**src/rtl/mmio_periph_ctrl.sv**
```systemverilog
// Memory-mapped KEY/SW/LED/HEX controller with synchronised inputs, sticky status and HEX decode.
// Optional millisecond-style timer (TCNT/TLIM/TCTL) compiled in when MMIO_TIMER_EN is defined.
module mmio_periph_ctrl #(
    parameter int DBITS           = 32,
    parameter int KEY_BITS        = 4,
    parameter int SW_BITS         = 10,
    parameter int LEDR_BITS       = 10,
    parameter int LEDG_BITS       = 8,
    parameter int HEX_DIGITS      = 4,
    parameter int DEBOUNCE_CYCLES = 500000,
    parameter int TICK_CYCLES     = 50000,
    parameter logic [DBITS-1:0] ADDR_HEX   = DBITS'(32'hF000_0000),
    parameter logic [DBITS-1:0] ADDR_LEDR  = DBITS'(32'hF000_0004),
    parameter logic [DBITS-1:0] ADDR_LEDG  = DBITS'(32'hF000_0008),
    parameter logic [DBITS-1:0] ADDR_KDATA = DBITS'(32'hF000_0010),
    parameter logic [DBITS-1:0] ADDR_KCTRL = DBITS'(32'hF000_0110),
    parameter logic [DBITS-1:0] ADDR_SDATA = DBITS'(32'hF000_0014),
    parameter logic [DBITS-1:0] ADDR_SCTRL = DBITS'(32'hF000_0114),
    parameter logic [DBITS-1:0] ADDR_TCNT  = DBITS'(32'hF000_0020),
    parameter logic [DBITS-1:0] ADDR_TLIM  = DBITS'(32'hF000_0024),
    parameter logic [DBITS-1:0] ADDR_TCTL  = DBITS'(32'hF000_0120)
) (
    input  logic                    clk,
    input  logic                    reset,
    input  logic [DBITS-1:0]        addr,
    input  logic                    rdEn,
    input  logic                    wrEn,
    input  logic [DBITS-1:0]        wdata,
    output logic [DBITS-1:0]        rdata,
    output logic                    hit,
    input  logic [KEY_BITS-1:0]     key,
    input  logic [SW_BITS-1:0]      sw,
    output logic [LEDR_BITS-1:0]    ledr,
    output logic [LEDG_BITS-1:0]    ledg,
    output logic [7*HEX_DIGITS-1:0] hex
);
    localparam int CW = (DEBOUNCE_CYCLES > 1) ? $clog2(DEBOUNCE_CYCLES) : 1;
    localparam logic [CW-1:0] DEB_LAST = CW'(DEBOUNCE_CYCLES - 1);

    // Returns {overrun, ready}; an update concurrent with a data read keeps ready without overrun.
    function automatic logic [1:0] status_next(input logic rdy, input logic ovr, input logic upd,
                                               input logic rd, input logic clr_ovr);
        logic rdy_n;
        logic ovr_n;
        rdy_n = rdy;
        ovr_n = clr_ovr ? 1'b0 : ovr;
        if (upd) begin
            rdy_n = 1'b1;
            if (rdy && !rd) ovr_n = 1'b1;
        end else if (rd) begin
            rdy_n = 1'b0;
        end
        return {ovr_n, rdy_n};
    endfunction

    logic sel_hex, sel_ledr, sel_ledg, sel_kdata, sel_kctrl, sel_sdata, sel_sctrl;
    logic sel_tcnt, sel_tlim, sel_tctl;
    assign sel_hex   = (addr == ADDR_HEX);
    assign sel_ledr  = (addr == ADDR_LEDR);
    assign sel_ledg  = (addr == ADDR_LEDG);
    assign sel_kdata = (addr == ADDR_KDATA);
    assign sel_kctrl = (addr == ADDR_KCTRL);
    assign sel_sdata = (addr == ADDR_SDATA);
    assign sel_sctrl = (addr == ADDR_SCTRL);
    assign sel_tcnt  = (addr == ADDR_TCNT);
    assign sel_tlim  = (addr == ADDR_TLIM);
    assign sel_tctl  = (addr == ADDR_TCTL);

    logic [4*HEX_DIGITS-1:0] hex_q;
    logic [LEDR_BITS-1:0]    ledr_q;
    logic [LEDG_BITS-1:0]    ledg_q;

    // Keys are inverted before synchronising so the all-zero reset state means "nothing pressed".
    logic [KEY_BITS-1:0] key_s1_q, key_s2_q, kdata_q;
    logic                krdy_q, kovr_q;
    logic [1:0]          kstat_d;
    logic                key_upd;

    logic [SW_BITS-1:0]  sw_s1_q, sw_s2_q, sw_prev_q, sdata_q;
    logic [CW-1:0]       deb_cnt_q, deb_cnt_d;
    logic                srdy_q, sovr_q;
    logic [1:0]          sstat_d;
    logic                sw_upd;

    assign key_upd = (key_s2_q != kdata_q);
    assign sw_upd  = (deb_cnt_q == DEB_LAST) && (sw_s2_q == sw_prev_q) && (sw_prev_q != sdata_q);
    assign kstat_d = status_next(krdy_q, kovr_q, key_upd, rdEn && sel_kdata,
                                 wrEn && sel_kctrl && !wdata[2]);
    assign sstat_d = status_next(srdy_q, sovr_q, sw_upd, rdEn && sel_sdata,
                                 wrEn && sel_sctrl && !wdata[2]);

    always_comb begin
        deb_cnt_d = deb_cnt_q;
        if (sw_s2_q != sw_prev_q) deb_cnt_d = '0;
        else if (deb_cnt_q != DEB_LAST) deb_cnt_d = deb_cnt_q + 1'b1;
    end

    always_ff @(posedge clk) begin
        if (reset) begin
            hex_q     <= '0;
            ledr_q    <= '0;
            ledg_q    <= '0;
            key_s1_q  <= '0;
            key_s2_q  <= '0;
            kdata_q   <= '0;
            krdy_q    <= 1'b0;
            kovr_q    <= 1'b0;
            sw_s1_q   <= '0;
            sw_s2_q   <= '0;
            sw_prev_q <= '0;
            sdata_q   <= '0;
            deb_cnt_q <= '0;
            srdy_q    <= 1'b0;
            sovr_q    <= 1'b0;
        end else begin
            if (wrEn && sel_hex)  hex_q  <= wdata[4*HEX_DIGITS-1:0];
            if (wrEn && sel_ledr) ledr_q <= wdata[LEDR_BITS-1:0];
            if (wrEn && sel_ledg) ledg_q <= wdata[LEDG_BITS-1:0];
            key_s1_q  <= ~key;
            key_s2_q  <= key_s1_q;
            if (key_upd) kdata_q <= key_s2_q;
            {kovr_q, krdy_q} <= kstat_d;
            sw_s1_q   <= sw;
            sw_s2_q   <= sw_s1_q;
            sw_prev_q <= sw_s2_q;
            deb_cnt_q <= deb_cnt_d;
            if (sw_upd) sdata_q <= sw_prev_q;
            {sovr_q, srdy_q} <= sstat_d;
        end
    end

`ifdef MMIO_TIMER_EN
    localparam int PW = (TICK_CYCLES > 1) ? $clog2(TICK_CYCLES) : 1;
    localparam logic [PW-1:0] TICK_LAST = PW'(TICK_CYCLES - 1);

    logic [DBITS-1:0] tcnt_q, tcnt_d, tlim_q;
    logic [PW-1:0]    presc_q, presc_d;
    logic             trdy_q, tovr_q, t_wrap;
    logic [1:0]       tstat_d;
    logic             tmr_hit;

    always_comb begin
        tcnt_d  = tcnt_q;
        presc_d = presc_q + 1'b1;
        t_wrap  = 1'b0;
        if (presc_q == TICK_LAST) begin
            presc_d = '0;
            if ((tlim_q != '0) && (tcnt_q == tlim_q - 1'b1)) begin
                tcnt_d = '0;
                t_wrap = 1'b1;
            end else begin
                tcnt_d = tcnt_q + 1'b1;
            end
        end
        // A software load overrides a coincident tick, including its wrap.
        if (wrEn && sel_tcnt) begin
            tcnt_d  = wdata;
            presc_d = '0;
            t_wrap  = 1'b0;
        end
    end

    assign tstat_d = status_next(trdy_q, tovr_q, t_wrap, rdEn && sel_tcnt,
                                 wrEn && sel_tctl && !wdata[2]);
    assign tmr_hit = sel_tcnt | sel_tlim | sel_tctl;

    always_ff @(posedge clk) begin
        if (reset) begin
            tcnt_q  <= '0;
            tlim_q  <= '0;
            presc_q <= '0;
            trdy_q  <= 1'b0;
            tovr_q  <= 1'b0;
        end else begin
            tcnt_q  <= tcnt_d;
            presc_q <= presc_d;
            if (wrEn && sel_tlim) tlim_q <= wdata;
            {tovr_q, trdy_q} <= tstat_d;
        end
    end
`else
    logic tmr_hit;
    logic unused_tmr;
    assign tmr_hit    = 1'b0;
    assign unused_tmr = ^{sel_tcnt, sel_tlim, sel_tctl, 32'(TICK_CYCLES)};
`endif

    always_comb begin
        rdata = '0;
        hit   = sel_hex | sel_ledr | sel_ledg | sel_kdata | sel_kctrl |
                sel_sdata | sel_sctrl | tmr_hit;
        if (sel_hex)   rdata[4*HEX_DIGITS-1:0] = hex_q;
        if (sel_ledr)  rdata[LEDR_BITS-1:0]    = ledr_q;
        if (sel_ledg)  rdata[LEDG_BITS-1:0]    = ledg_q;
        if (sel_kdata) rdata[KEY_BITS-1:0]     = kdata_q;
        if (sel_kctrl) rdata[2:0]              = {kovr_q, 1'b0, krdy_q};
        if (sel_sdata) rdata[SW_BITS-1:0]      = sdata_q;
        if (sel_sctrl) rdata[2:0]              = {sovr_q, 1'b0, srdy_q};
`ifdef MMIO_TIMER_EN
        if (sel_tcnt)  rdata                   = tcnt_q;
        if (sel_tlim)  rdata                   = tlim_q;
        if (sel_tctl)  rdata[2:0]              = {tovr_q, 1'b0, trdy_q};
`endif
    end

    genvar gi;
    generate
        for (gi = 0; gi < HEX_DIGITS; gi++) begin : g_hex
            logic [6:0] seg;
            always_comb begin
                case (hex_q[4*gi+3:4*gi])
                    4'h0: seg = 7'b1000000;
                    4'h1: seg = 7'b1111001;
                    4'h2: seg = 7'b0100100;
                    4'h3: seg = 7'b0110000;
                    4'h4: seg = 7'b0011001;
                    4'h5: seg = 7'b0010010;
                    4'h6: seg = 7'b0000010;
                    4'h7: seg = 7'b1111000;
                    4'h8: seg = 7'b0000000;
                    4'h9: seg = 7'b0010000;
                    4'hA: seg = 7'b0001000;
                    4'hB: seg = 7'b0000011;
                    4'hC: seg = 7'b1000110;
                    4'hD: seg = 7'b0100001;
                    4'hE: seg = 7'b0000110;
                    default: seg = 7'b0001110;
                endcase
            end
            assign hex[7*gi+6:7*gi] = seg;
        end
    endgenerate

    assign ledr = ledr_q;
    assign ledg = ledg_q;
endmodule

```
**config.mk**
```make
export PLATFORM = sky130hd
export DESIGN_NAME = mmio_periph_ctrl
export DESIGN_NICKNAME = d
export VERILOG_FILES = /design/src/rtl/mmio_periph_ctrl.sv
export SDC_FILE = /design/constraint.sdc
export NUM_CORES = 1
export LEC_CHECK = 0
export CORE_ASPECT_RATIO = 0.6
export CORE_MARGIN = 3
export CORE_UTILIZATION = 55
export CTS_CLUSTER_SIZE = 8
export DETAILED_ROUTE_END_ITERATION = 6
export DONT_BUFFER_PORTS = 1
export GPL_ROUTABILITY_DRIVEN = 0
export PLACE_DENSITY = 0.71
export SYNTH_ARGS = -nofsm -noshare
export SYNTH_HDL_FRONTEND = slang
export SYNTH_SLANG_ARGS = --single-unit
export TNS_END_PERCENT = 100
```
**constraint.sdc**
```tcl
create_clock -name clk -period 9.7 [get_ports clk]
set_input_delay 1.94 -clock clk [delete_from_list [all_inputs] [get_ports clk]]
set_output_delay 1.94 -clock clk [all_outputs]
set_load 0.005 [all_outputs]
```
==> insert_results.sql, run 1 <==
INSERT INTO impl_metrics (metric_group, metric, value, unit) VALUES
('global_routing', 'grt_start_max_net_pins', '123', ''),
('placement', 'placement.setup.worst_slack', '3.10', 'ns'),
('global_routing', 'via_count_of_the_first_global_routing_pass', '4910', ''),
('cells_and_area', 'diodes', '0', ''),
('placement', 'io_buffers', '0', ''),
('setup_path', 'crit_path_start_kind', 'input pin', ''),
('synth', 'synth_enable_flop_cells', '0', ''),
('cells_and_area', 'final_common_cell', 'sky130_fd_sc_hd__dfxtp_1', ''),
('power', 'pwr-share-clk', '52.3', '%'),
('clock_network', 'tritoncts_clock_tree', 'built', ''),
('cells_and_area', 'post_route_insts_no_fill', '905', ''),
('synth', 'synth_area', '6710', 'um^2'),
('synth', 'yosys.area.top_type_share', '40.8', '%'),
('die', 'placementRows', '30', ''),
('status', 'status', 'finished clean', ''),
('placement', 'dp_hpwl', '11800', 'um'),
('global_routing', 'grt_use_total', '23.7', '%'),
('die', 'initial_core_util', '57.9', '%'),
('setup_path', 'timing.critical_path.required', '7.76', 'ns'),
('global_routing', 'number_of_antenna_violations_at_the_first_check_in_global_routing', '0', ''),
('clock_network', 'clk-insertion-delay-late', '0.42', 'ns'),
('sta', 'final.setup.tns', '0', 'ns'),
('sta', 'final.setup.worst_slack', '3.07', 'ns'),
('power', 'sw_frac_of_total', '20.2', '%'),
('synth', 'syn_inst', '744', ''),
('flow_run', 'timing.max_cap.violations', '0', ''),
('setup_path', 'path_cells', 'nor4_1 -> nand4_1 -> nor3_2 -> nand2_1 -> a31oi_1 -> o32a_1', ''),
('setup_path', 'worst-path-max-fanout', '17', ''),
('drt', 'finalWirelength', '16400', 'um'),
('synth', 'ys_top_cells_by_area', 'sky130_fd_sc_hd__dfxtp_1 41%, sky130_fd_sc_hd__mux2i_1 6.3%, sky130_fd_sc_hd__nor2b_1 5.1%', ''),
('cells_and_area', 'final_net_count', '839', ''),
('clock_network', 'holdBufCountCts', '0', ''),
('cells_and_area', 'synthToLayoutAreaGrowth', '9.69', '%'),
('synth', 'synth.avg_cell_area', '9.02', 'um^2'),
('setup_path', 'path_class', 'input pin to primary output', ''),
('power', 'p_leak', '2.85', 'nW'),
('synth', 'synth.yosys.warnings', '0', ''),
('die', 'top_level_ports', '161', ''),
('clock_network', 'cts.repair.resized', '0', ''),
('synth', 'synth_async_sr_flop_share', '0', '%'),
('drt', 'post_drt_wl_per_cell', '18.1', 'um'),
('clock_network', 'ctsRootBufferMaster', 'sky130_fd_sc_hd__clkbuf_16', ''),
('sta', 'final_number_of_setup_violating_endpoints', '0', ''),
('cells_and_area', 'drive_gt1_share', '7.52', '%'),
('die', 'dieArea', '13600', 'um^2'),
('global_routing', 'grt_first_pass_wirelength', '25700', 'um'),
('synth', 'synth.ff_latch_count', '137', ''),
('die', 'core_area', '11600', 'um^2'),
('synth', 'yosys.cell_types.count', '62', ''),
('setup_path', 'cp_slowest_cell', 'sky130_fd_sc_hd__nor3_2', ''),
('sta', 'final.setup_skew', '0.00969', 'ns'),
('power', 'pwr_density_cell', '172', 'nW/um^2'),
('sta', 'final-hold-violation-count', '0', ''),
('placement', 'post_dp_cell_area', '6750', 'um^2'),
('setup_path', 'max_stage_delay', '1.22', 'ns'),
('die', 'die_width', '149', 'um'),
('drt', 'postRouteAntennaNets', '0', ''),
('setup_path', 'end_kind', 'primary output', ''),
('synth', 'yosys.area.top_type', 'sky130_fd_sc_hd__dfxtp_1', ''),
('cells_and_area', 'layout_common_cells', '137 x sky130_fd_sc_hd__dfxtp_1, 61 x sky130_fd_sc_hd__nand2_1, 55 x sky130_fd_sc_hd__nor2b_1', ''),
('die', 'die-height', '91.6', 'um'),
('drt', 'vias_per_cell', '5.92', ''),
('sta', 'min_period', '6.63', 'ns'),
('drt', 'detail_route.drc_violations', '0', ''),
('placement', 'post-place-cells', '873', ''),
('power', 'sequential_fraction_of_design_power', '45.6', '%'),
('power', 'power_report.internal_total', '1.01', 'mW'),
('sta', 'tightestPinTransition', '1.29', 'ns'),
('global_routing', 'grt_overflow', '0', ''),
('clock_network', 'cts.sink_count', '137', ''),
('setup_path', 'worst_ep_arrival_time', '4.69', 'ns');
-- synthesized netlist by cell type, types with 3 or more instances --
cell,count
sky130_fd_sc_hd__a21oi_1,49
sky130_fd_sc_hd__a222oi_1,6
sky130_fd_sc_hd__a22o_1,6
sky130_fd_sc_hd__a31oi_1,4
sky130_fd_sc_hd__a32o_1,6
sky130_fd_sc_hd__and2_1,8
sky130_fd_sc_hd__and3_1,3
sky130_fd_sc_hd__and4_1,5
sky130_fd_sc_hd__buf_1,6
sky130_fd_sc_hd__buf_2,7
sky130_fd_sc_hd__buf_4,17
sky130_fd_sc_hd__clkbuf_1,19
sky130_fd_sc_hd__dfxtp_1,137
sky130_fd_sc_hd__ha_1,25
sky130_fd_sc_hd__inv_1,32
sky130_fd_sc_hd__mux2_2,5
sky130_fd_sc_hd__mux2i_1,42
sky130_fd_sc_hd__nand2_1,61
sky130_fd_sc_hd__nand2b_1,11
sky130_fd_sc_hd__nand3_1,36
sky130_fd_sc_hd__nand4_1,9
sky130_fd_sc_hd__nor2_1,43
sky130_fd_sc_hd__nor2b_1,55
sky130_fd_sc_hd__nor3_1,15
sky130_fd_sc_hd__nor3b_1,10
sky130_fd_sc_hd__nor4_1,12
sky130_fd_sc_hd__nor4b_1,5
sky130_fd_sc_hd__o21ai_0,12
sky130_fd_sc_hd__o22ai_1,5
sky130_fd_sc_hd__o2bb2ai_1,4
sky130_fd_sc_hd__o311a_1,3
sky130_fd_sc_hd__o32ai_1,4
sky130_fd_sc_hd__or3_1,3
sky130_fd_sc_hd__xnor2_1,23
sky130_fd_sc_hd__xor2_1,21
-- metrics by stage --
stage / hold slack, ns / utilization (%)
after floorplan: 0.414 / -
after global placement: 0.419 / 58.2
after detailed placement: 0.420 / 58.2
after CTS: 0.435 / 63.5
after global routing: 0.452 / 63.5
final: 0.433 / 63.5
-- worst max-delay path: cells and delay by family --
kind               cells  cell delay, ns
AOI/OAI and AO/OA      2            0.41
and+or+nand+nor        4            2.32
-- area by class of cell --
| cell class | count | area (um^2) |
|---|---|---|
| fill | 964 | 4230 |
| clock buffer | 21 | 470 |
| timing repair buffer | 4 | 30.0 |
| tap | 160 | 200 |
| inverter | 33 | 124 |
| clock inverter | 11 | 145 |
| multi-input combinational | 539 | 3650 |
| sequential | 137 | 2740 |
-- routing by layer --
metal	GRT usage [%]	vias up	wire length, um
met3	6.83	25	1650
met2	36.5	240	7370
met5	0	-	0
li1	-	2550	-
met4	9.07	0	300
met1	31.5	2543	7040
-- power by group through the flow --
stage / Sequential [mW] / Combinational (mW) / Clock, mW
after floorplan: 0.587 / 0.0368 / 0
after global placement: 0.588 / 0.0258 / 0
after detailed placement: 0.588 / 0.0268 / 0
after CTS: 0.576 / 0.0270 / 0.670
after global routing: 0.576 / 0.0302 / 0.695
final: 0.576 / 0.0270 / 0.661
-- cell families after synthesis --
| logic type | count (synthesis) | synth area share (%) |
|---|---|---|
| AOI/OAI and AO/OA | 119 | 12.2 |
| other | 1 | 0.0559 |
| muxes | 48 | 7.32 |
| and+or+nand+nor | 287 | 23.4 |
| buffers and inverters | 83 | 5.74 |
| DFF | 137 | 40.8 |
| adders and majority gates | 25 | 4.66 |
| xor gates and xnor gates | 44 | 5.74 |
-- worst paths after layout --
kind / start / end / slack [ns] / depth (start not counted)
hold reg to reg: sw_s1_q[7]$_SDFF_PP0_ / sw_s2_q[7]$_SDFF_PP0_ / 0.43 / 1
hold / removal: sw_s1_q[7]$_SDFF_PP0_ / sw_s2_q[7]$_SDFF_PP0_ / 0.43 / 1
setup / recovery: addr[9] / rdata[2] / 3.07 / 6
setup reg to reg: deb_cnt_q[16]$_SDFFE_PP0P_ / sovr_q$_SDFF_PP0_ / 7.09 / 6
-- registers in the layout (all words and copies together), names as in the netlist, 10 cells and up --
name       flops
sw_s1_q       10
deb_cnt_q     19
sw_s2_q       10
sw_prev_q     10
g_hex.seg     28
sdata_q       10
ledr          10
hex_q         16
Power figures use the tool's default switching activity.
==> inputs of run 2 (changes only) <==
clock period = 6.1 ns   (was 9.7 ns; I/O delays follow)
==> run 2 against run 1 <==
Compared with the run above: sequential share of layout area up 0.095 points; largest cell class unchanged; clock skew about the same; wire length up 1.2%; utilization down 0.16 points; non-clock buffer count up 3; sequential cell count unchanged; combinational power up 60%; clock power up 51%; highest routed layer unchanged; die area unchanged; cell area down 0.25%; power up 55%; via count down 0.56%.
==> insert_results.sql, run 2 (same netlist as run 1, synthesis figures left out) <==
INSERT INTO impl_metrics (metric_group, metric, value, unit) VALUES
('status', 'status', 'finished clean', ''),
('drt', 'detail_route.drc_violations', '0', ''),
('placement', 'post-place-cells', '876', ''),
('sta', 'final-hold-violation-count', '0', ''),
('drt', 'vias_per_cell', '5.87', ''),
('sta', 'post_route_clock_period_utilization', '73.9', '%'),
('setup_path', 'worst-path-max-fanout', '12', ''),
('setup_path', 'worst_ep_arrival_time', '3.29', 'ns'),
('sta', 'max_clock_freq', '222', 'MHz'),
('global_routing', 'number_of_antenna_violations_at_the_first_check_in_global_routing', '0', ''),
('cells_and_area', 'final_net_count', '842', ''),
('placement', 'dp_hpwl', '11800', 'um'),
('global_routing', 'grt_first_pass_wirelength', '26400', 'um'),
('sta', 'maxSlewHeadroom', '41.8', '%'),
('cells_and_area', 'drive_gt1_share', '7.76', '%'),
('clock_network', 'holdBufCountCts', '0', ''),
('die', 'top_level_ports', '161', ''),
('setup_path', 'max_stage_delay', '0.73', 'ns'),
('placement', 'io_buffers', '0', ''),
('power', 'pwr_density_cell', '266', 'nW/um^2'),
('setup_path', 'r2r_cells', '6', ''),
('die', 'dieArea', '13600', 'um^2'),
('setup_path', 'end_kind', 'primary output', ''),
('setup_path', 'cp_slowest_cell', 'sky130_fd_sc_hd__nor3_1', ''),
('clock_network', 'clk_pin_slew', '0.06', 'ns'),
('drt', 'post_drt_wl_per_cell', '18.3', 'um'),
('global_routing', 'via_count_of_the_first_global_routing_pass', '5066', ''),
('global_routing', 'grt_use_total', '24.2', '%'),
('drt', 'drt_first_pass_iters', '5', ''),
('cells_and_area', 'post_route_insts_no_fill', '907', ''),
('die', 'die_width', '149', 'um'),
('sta', 'final_number_of_setup_violating_endpoints', '0', ''),
('setup_path', 'crit_family', 'simple AND/OR/NAND/NOR gates', ''),
('clock_network', 'total_setup_buffers_inserted_after_cts', '0', ''),
('cells_and_area', 'diodes', '0', ''),
('setup_path', 'path_cells', 'nor4_1 -> nand4_1 -> buf_4 -> nor3_1 -> a22oi_1 -> a31oi_1 -> o32a_1', ''),
('setup_path', 'crit_path_start_kind', 'input pin', ''),
('drt', 'finalWirelength', '16600', 'um'),
('placement', 'placement.setup.worst_slack', '1.63', 'ns'),
('setup_path', 'path_class', 'input pin to primary output', ''),
('sta', 'final.setup.tns', '0', 'ns'),
('clock_network', 'cts-htree-levels', '4', ''),
('drt', 'postRouteAntennaNets', '0', ''),
('sta', 'rsz0062_at_grt', 'false', ''),
('die', 'core_area', '11600', 'um^2'),
('cells_and_area', 'largest_register_ffs', '28', ''),
('cells_and_area', 'num-fill-cells', '948', ''),
('clock_network', 'cts.sink_count', '137', ''),
('flow_run', 'timing.max_cap.violations', '0', ''),
('power', 'power.ir.vdd_worst', '222', 'uV'),
('cells_and_area', 'final_common_cell', 'sky130_fd_sc_hd__dfxtp_1', ''),
('sta', 'min_period', '4.51', 'ns'),
('sta', 'tightestPinTransition', '0.866', 'ns'),
('clock_network', 'clk_path_buf_depth', '2', ''),
('clock_network', 'cts_inserted_buffers', '17', ''),
('clock_network', 'ctsRootBufferMaster', 'sky130_fd_sc_hd__clkbuf_16', ''),
('global_routing', 'grt_overflow', '0', ''),
('setup_path', 'crit_cells', '7', ''),
('sta', 'final.setup_skew', '0.00964', 'ns'),
('clock_network', 'cts.repair.resized', '0', ''),
('drt', 'detailedRoute.firstIterationViolations', '377', ''),
('setup_path', 'cp.buffers_inverters', '1', ''),
('cells_and_area', 'synthToLayoutAreaGrowth', '9.41', '%'),
('setup_path', 'timing.critical_path.required', '4.88', 'ns'),
('min_path', 'worstHoldPathCells', '1', ''),
('min_path', 'hold_path_class', 'register to register', ''),
('clock_network', 'clk-insertion-delay-late', '0.42', 'ns'),
('global_routing', 'grt_start_max_net_pins', '123', ''),
('drt', 'detailroute.via_count', '5328', ''),
('power', 'p_leak', '2.84', 'nW'),
('sta', 'final.setup.worst_slack', '1.59', 'ns'),
('die', 'initial_core_util', '57.9', '%'),
('die', 'die-height', '91.6', 'um'),
('die', 'placementRows', '30', ''),
('sta', 'finalMaxSlewViolations', '0', ''),
('clock_network', 'tritoncts_clock_tree', 'built', ''),
('cells_and_area', 'layout_common_cells', '137 x sky130_fd_sc_hd__dfxtp_1, 61 x sky130_fd_sc_hd__nand2_1, 55 x sky130_fd_sc_hd__nor2b_1', ''),
('sta', 'whs', '0.430', 'ns');
## run 2: layer usage
metal  global-route usage, %  wire length, um  vias to the layer above
met1                    32.5             7220                     2506
met2                    37.0             7420                      244
met5                       0                0                        -
met4                    7.30              277                        0
li1                        -                -                     2548
met3                    7.83             1640                       30
## run 2: final timing paths
check / endpoint / from / slack, ns
setup / recovery: rdata[2] / addr[9] / 1.59
hold / removal: key_s2_q[2]$_SDFF_PP0_ / key_s1_q[2]$_SDFF_PP0_ / 0.43
setup reg to reg: sovr_q$_SDFF_PP0_ / sw_prev_q[6]$_SDFF_PP0_ / 3.18
hold reg to reg: key_s2_q[2]$_SDFF_PP0_ / key_s1_q[2]$_SDFF_PP0_ / 0.43
## run 2: cell type report
type	count	area [um^2]	share of cell area, %
Timing Repair Buffer	7	52.6	0.715
Multi-Input combinational cell	539	3650	49.7
Sequential cell	137	2740	37.3
Clock inverter	13	145	1.98
Inverter	33	124	1.69
Clock buffer	18	429	5.84
Tap cell	160	200	2.73
## run 2: worst register-to-register path, delay by kind of cell, from the launching register on
kind | cells | cell delay (ns)
compound gates | 1 | 0.14
flops | 1 | 0.43
simple gates | 4 | 2.13
xor+xnor | 1 | 0.14
## run 2: report_power, final
group,switching (mW),total [mW],internal [mW]
registers,0.00690,0.915,0.908
clock network,0.395,0.997,0.603
logic,0.0210,0.0433,0.0223
## run 2: per-stage QoR
step,power [mW],utilization [%],instance area (um^2)
3_3_place_gp,0.975,58.4,6770
6_report,1.96,63.3,7350
5_1_grt,2.02,63.3,7350
3_5_place_dp,0.977,58.4,6770
2_1_floorplan,0.991,-,6770
4_1_cts,1.96,63.3,7350
==> inputs of run 3 (changes only) <==
PLACE_DENSITY = 0.74   (was 0.71)
clock period = 4 ns   (was 6.1 ns; I/O delays follow)
==> run 3 against run 2 <==
Compared with the run above: power grew 50%; first-iteration DRC count grew 36%; non-clock buffer count grew 6; sequential cell count is the same; worst setup slack lost 1.1 ns; worst hold slack gained 0.0041 ns; critical path type unchanged.
==> insert_results.sql, run 3 (same netlist as run 1, synthesis figures left out) <==
INSERT INTO impl_metrics (metric_group, metric, value, unit) VALUES
('cells_and_area', 'largest_register_ffs', '28', ''),
('clock_network', 'clk_pin_slew', '0.06', 'ns'),
('setup_path', 'cp_slowest_cell', 'sky130_fd_sc_hd__nor4_1', ''),
('setup_path', 'cp_common_cell', 'sky130_fd_sc_hd__buf_4', ''),
('global_routing', 'number_of_antenna_violations_at_the_first_check_in_global_routing', '0', ''),
('global_routing', 'grt_use_total', '24.5', '%'),
('clock_network', 'cts_inserted_buffers', '17', ''),
('setup_path', 'path_cells', 'nor4_1 -> nand4_1 -> buf_4 -> nor3_2 -> buf_4 -> inv_1 -> o22ai_1 -> o21ai_0', ''),
('sta', 'finalMaxSlewViolations', '0', ''),
('global_routing', 'grt_start_max_net_pins', '123', ''),
('drt', 'wl_met1', '7290', 'um'),
('power', 'finalPower', '2.94', 'mW'),
('die', 'dieArea', '13600', 'um^2'),
('sta', 'whs', '0.434', 'ns'),
('sta', 'final.setup.tns', '0', 'ns'),
('sta', 'final.setup.worst_slack', '0.526', 'ns'),
('cells_and_area', 'post_route_insts_no_fill', '914', ''),
('setup_path', 'worst-path-max-fanout', '19', ''),
('global_routing', 'via_count_of_the_first_global_routing_pass', '5195', ''),
('die', 'initial_core_util', '57.9', '%'),
('min_path', 'hold_path_class', 'register to register', ''),
('cells_and_area', 'layout_common_cells', '137 x sky130_fd_sc_hd__dfxtp_1, 61 x sky130_fd_sc_hd__nand2_1, 55 x sky130_fd_sc_hd__nor2b_1', ''),
('drt', 'route.top_layer_used', 'met4', ''),
('drt', 'vias_per_cell', '5.89', ''),
('setup_path', 'max_stage_delay', '0.34', 'ns'),
('cells_and_area', 'synthToLayoutAreaGrowth', '10.1', '%'),
('min_path', 'worstHoldPathCells', '1', ''),
('die', 'top_level_ports', '161', ''),
('drt', 'detail_route.drc_violations', '0', ''),
('global_routing', 'grt_first_pass_wirelength', '26800', 'um'),
('setup_path', 'r2r_cells', '7', ''),
('drt', 'drt_first_pass_iters', '5', ''),
('clock_network', 'cts.sink_count', '137', ''),
('global_routing', 'grt_overflow', '0', ''),
('placement', 'placement.setup.worst_slack', '0.537', 'ns'),
('drt', 'detailedRoute.firstIterationViolations', '514', ''),
('sta', 'final-hold-violation-count', '0', ''),
('clock_network', 'tritoncts_clock_tree', 'built', ''),
('placement', 'io_buffers', '0', ''),
('clock_network', 'ctsRootBufferMaster', 'sky130_fd_sc_hd__clkbuf_16', ''),
('power', 'p_leak', '2.88', 'nW'),
('drt', 'postRouteAntennaNets', '0', ''),
('setup_path', 'timing.critical_path.required', '3.20', 'ns'),
('drt', 'routed-wl-met2', '7650', 'um'),
('sta', 'final_number_of_setup_violating_endpoints', '0', ''),
('die', 'die_width', '149', 'um'),
('clock_network', 'clk-insertion-delay-late', '0.41', 'ns'),
('die', 'core_area', '11600', 'um^2'),
('power', 'pwr_density_cell', '398', 'nW/um^2'),
('setup_path', 'worst_ep_arrival_time', '2.67', 'ns'),
('cells_and_area', 'final_net_count', '848', ''),
('sta', 'tightestPinTransition', '0.742', 'ns'),
('setup_path', 'crit_path_start_kind', 'input pin', ''),
('sta', 'post_route_clock_period_utilization', '86.9', '%'),
('cells_and_area', 'diodes', '0', ''),
('placement', 'dp_hpwl', '12100', 'um'),
('clock_network', 'total_setup_buffers_inserted_after_cts', '0', ''),
('clock_network', 'clk_path_buf_depth', '2', ''),
('drt', 'met3WireLength', '1690', 'um'),
('status', 'status', 'finished clean', ''),
('sta', 'rsz0062_at_grt', 'false', ''),
('flow_run', 'timing.max_cap.violations', '0', ''),
('sta', 'min_period', '3.47', 'ns'),
('die', 'die-height', '91.6', 'um'),
('clock_network', 'holdBufCountCts', '0', ''),
('drt', 'finalWirelength', '17000', 'um'),
('drt', 'post_drt_wl_per_cell', '18.6', 'um'),
('setup_path', 'regToRegSetupSlack', '1.67', 'ns'),
('sta', 'final.setup_skew', '0.00689', 'ns'),
('clock_network', 'cts-htree-levels', '4', ''),
('clock_network', 'cts.repair.resized', '0', ''),
('placement', 'post-place-cells', '882', ''),
('cells_and_area', 'drive_gt1_share', '8.62', '%'),
('drt', 'detailroute.via_count', '5383', ''),
('die', 'placementRows', '30', ''),
('sta', 'max_clock_freq', '288', 'MHz'),
('power', 'power.ir.vdd_worst', '282', 'uV'),
('sta', 'maxSlewHeadroom', '50.5', '%'),
('cells_and_area', 'final_common_cell', 'sky130_fd_sc_hd__dfxtp_1', ''),
('setup_path', 'end_kind', 'primary output', ''),
('setup_path', 'path_class', 'input pin to primary output', '');
[run 3: cell types whose count changed in the layout (fill, tap and decap cells not counted), sizes merged]
cell | previous run | this run
buf | 7 | 13
bufinv | 2 | 1
clkbuf | 18 | 19
inv | 36 | 37
[run 3: power by group]
part / switching, mW / leakage [nW] / internal (mW)
Sequential: 0.0108 / 1.11 / 1.38
Clock: 0.602 / 0.271 / 0.876
Combinational: 0.0317 / 1.49 / 0.0340
[run 3: metrics by stage]
stage	cell area [um^2]	utilization (%)
final	7390	63.7
after global placement	6830	58.9
after detailed placement	6830	58.9
after global routing	7390	63.7
after floorplan	6770	-
after CTS	7390	63.7
[run 3: cell type report]
class                      count  area (um^2)
tap                          160          200
clock buffer                  19          443
inverter                      33          124
clock inverter                13          120
sequential                   137         2740
multi-input combinational    539         3650
fill                         946         4210
timing repair buffer          13          110
[run 3: final timing paths]
kind                      endpoint                        from
max                       rdata[1]                    addr[14]
min          sw_s2_q[5]$_SDFF_PP0_       sw_s1_q[5]$_SDFF_PP0_
max reg2reg      sovr_q$_SDFF_PP0_  deb_cnt_q[16]$_SDFFE_PP0P_
min reg2reg  sw_s2_q[5]$_SDFF_PP0_       sw_s1_q[5]$_SDFF_PP0_
[run 3: metal layers]
metal / vias up / track usage (%)
met4: 0 / 8.69
met2: 267 / 38.4
met3: 37 / 6.63
met5: - / 0
li1: 2570 / -
met1: 2509 / 32.4
[run 3: worst max-delay path: cells and delay by family]
kind / cells / cell delay, ns
AOI/OAI and AO/OA: 2 / 0.47
buffers and inverters: 3 / 0.64
and+or+nand+nor: 3 / 0.76
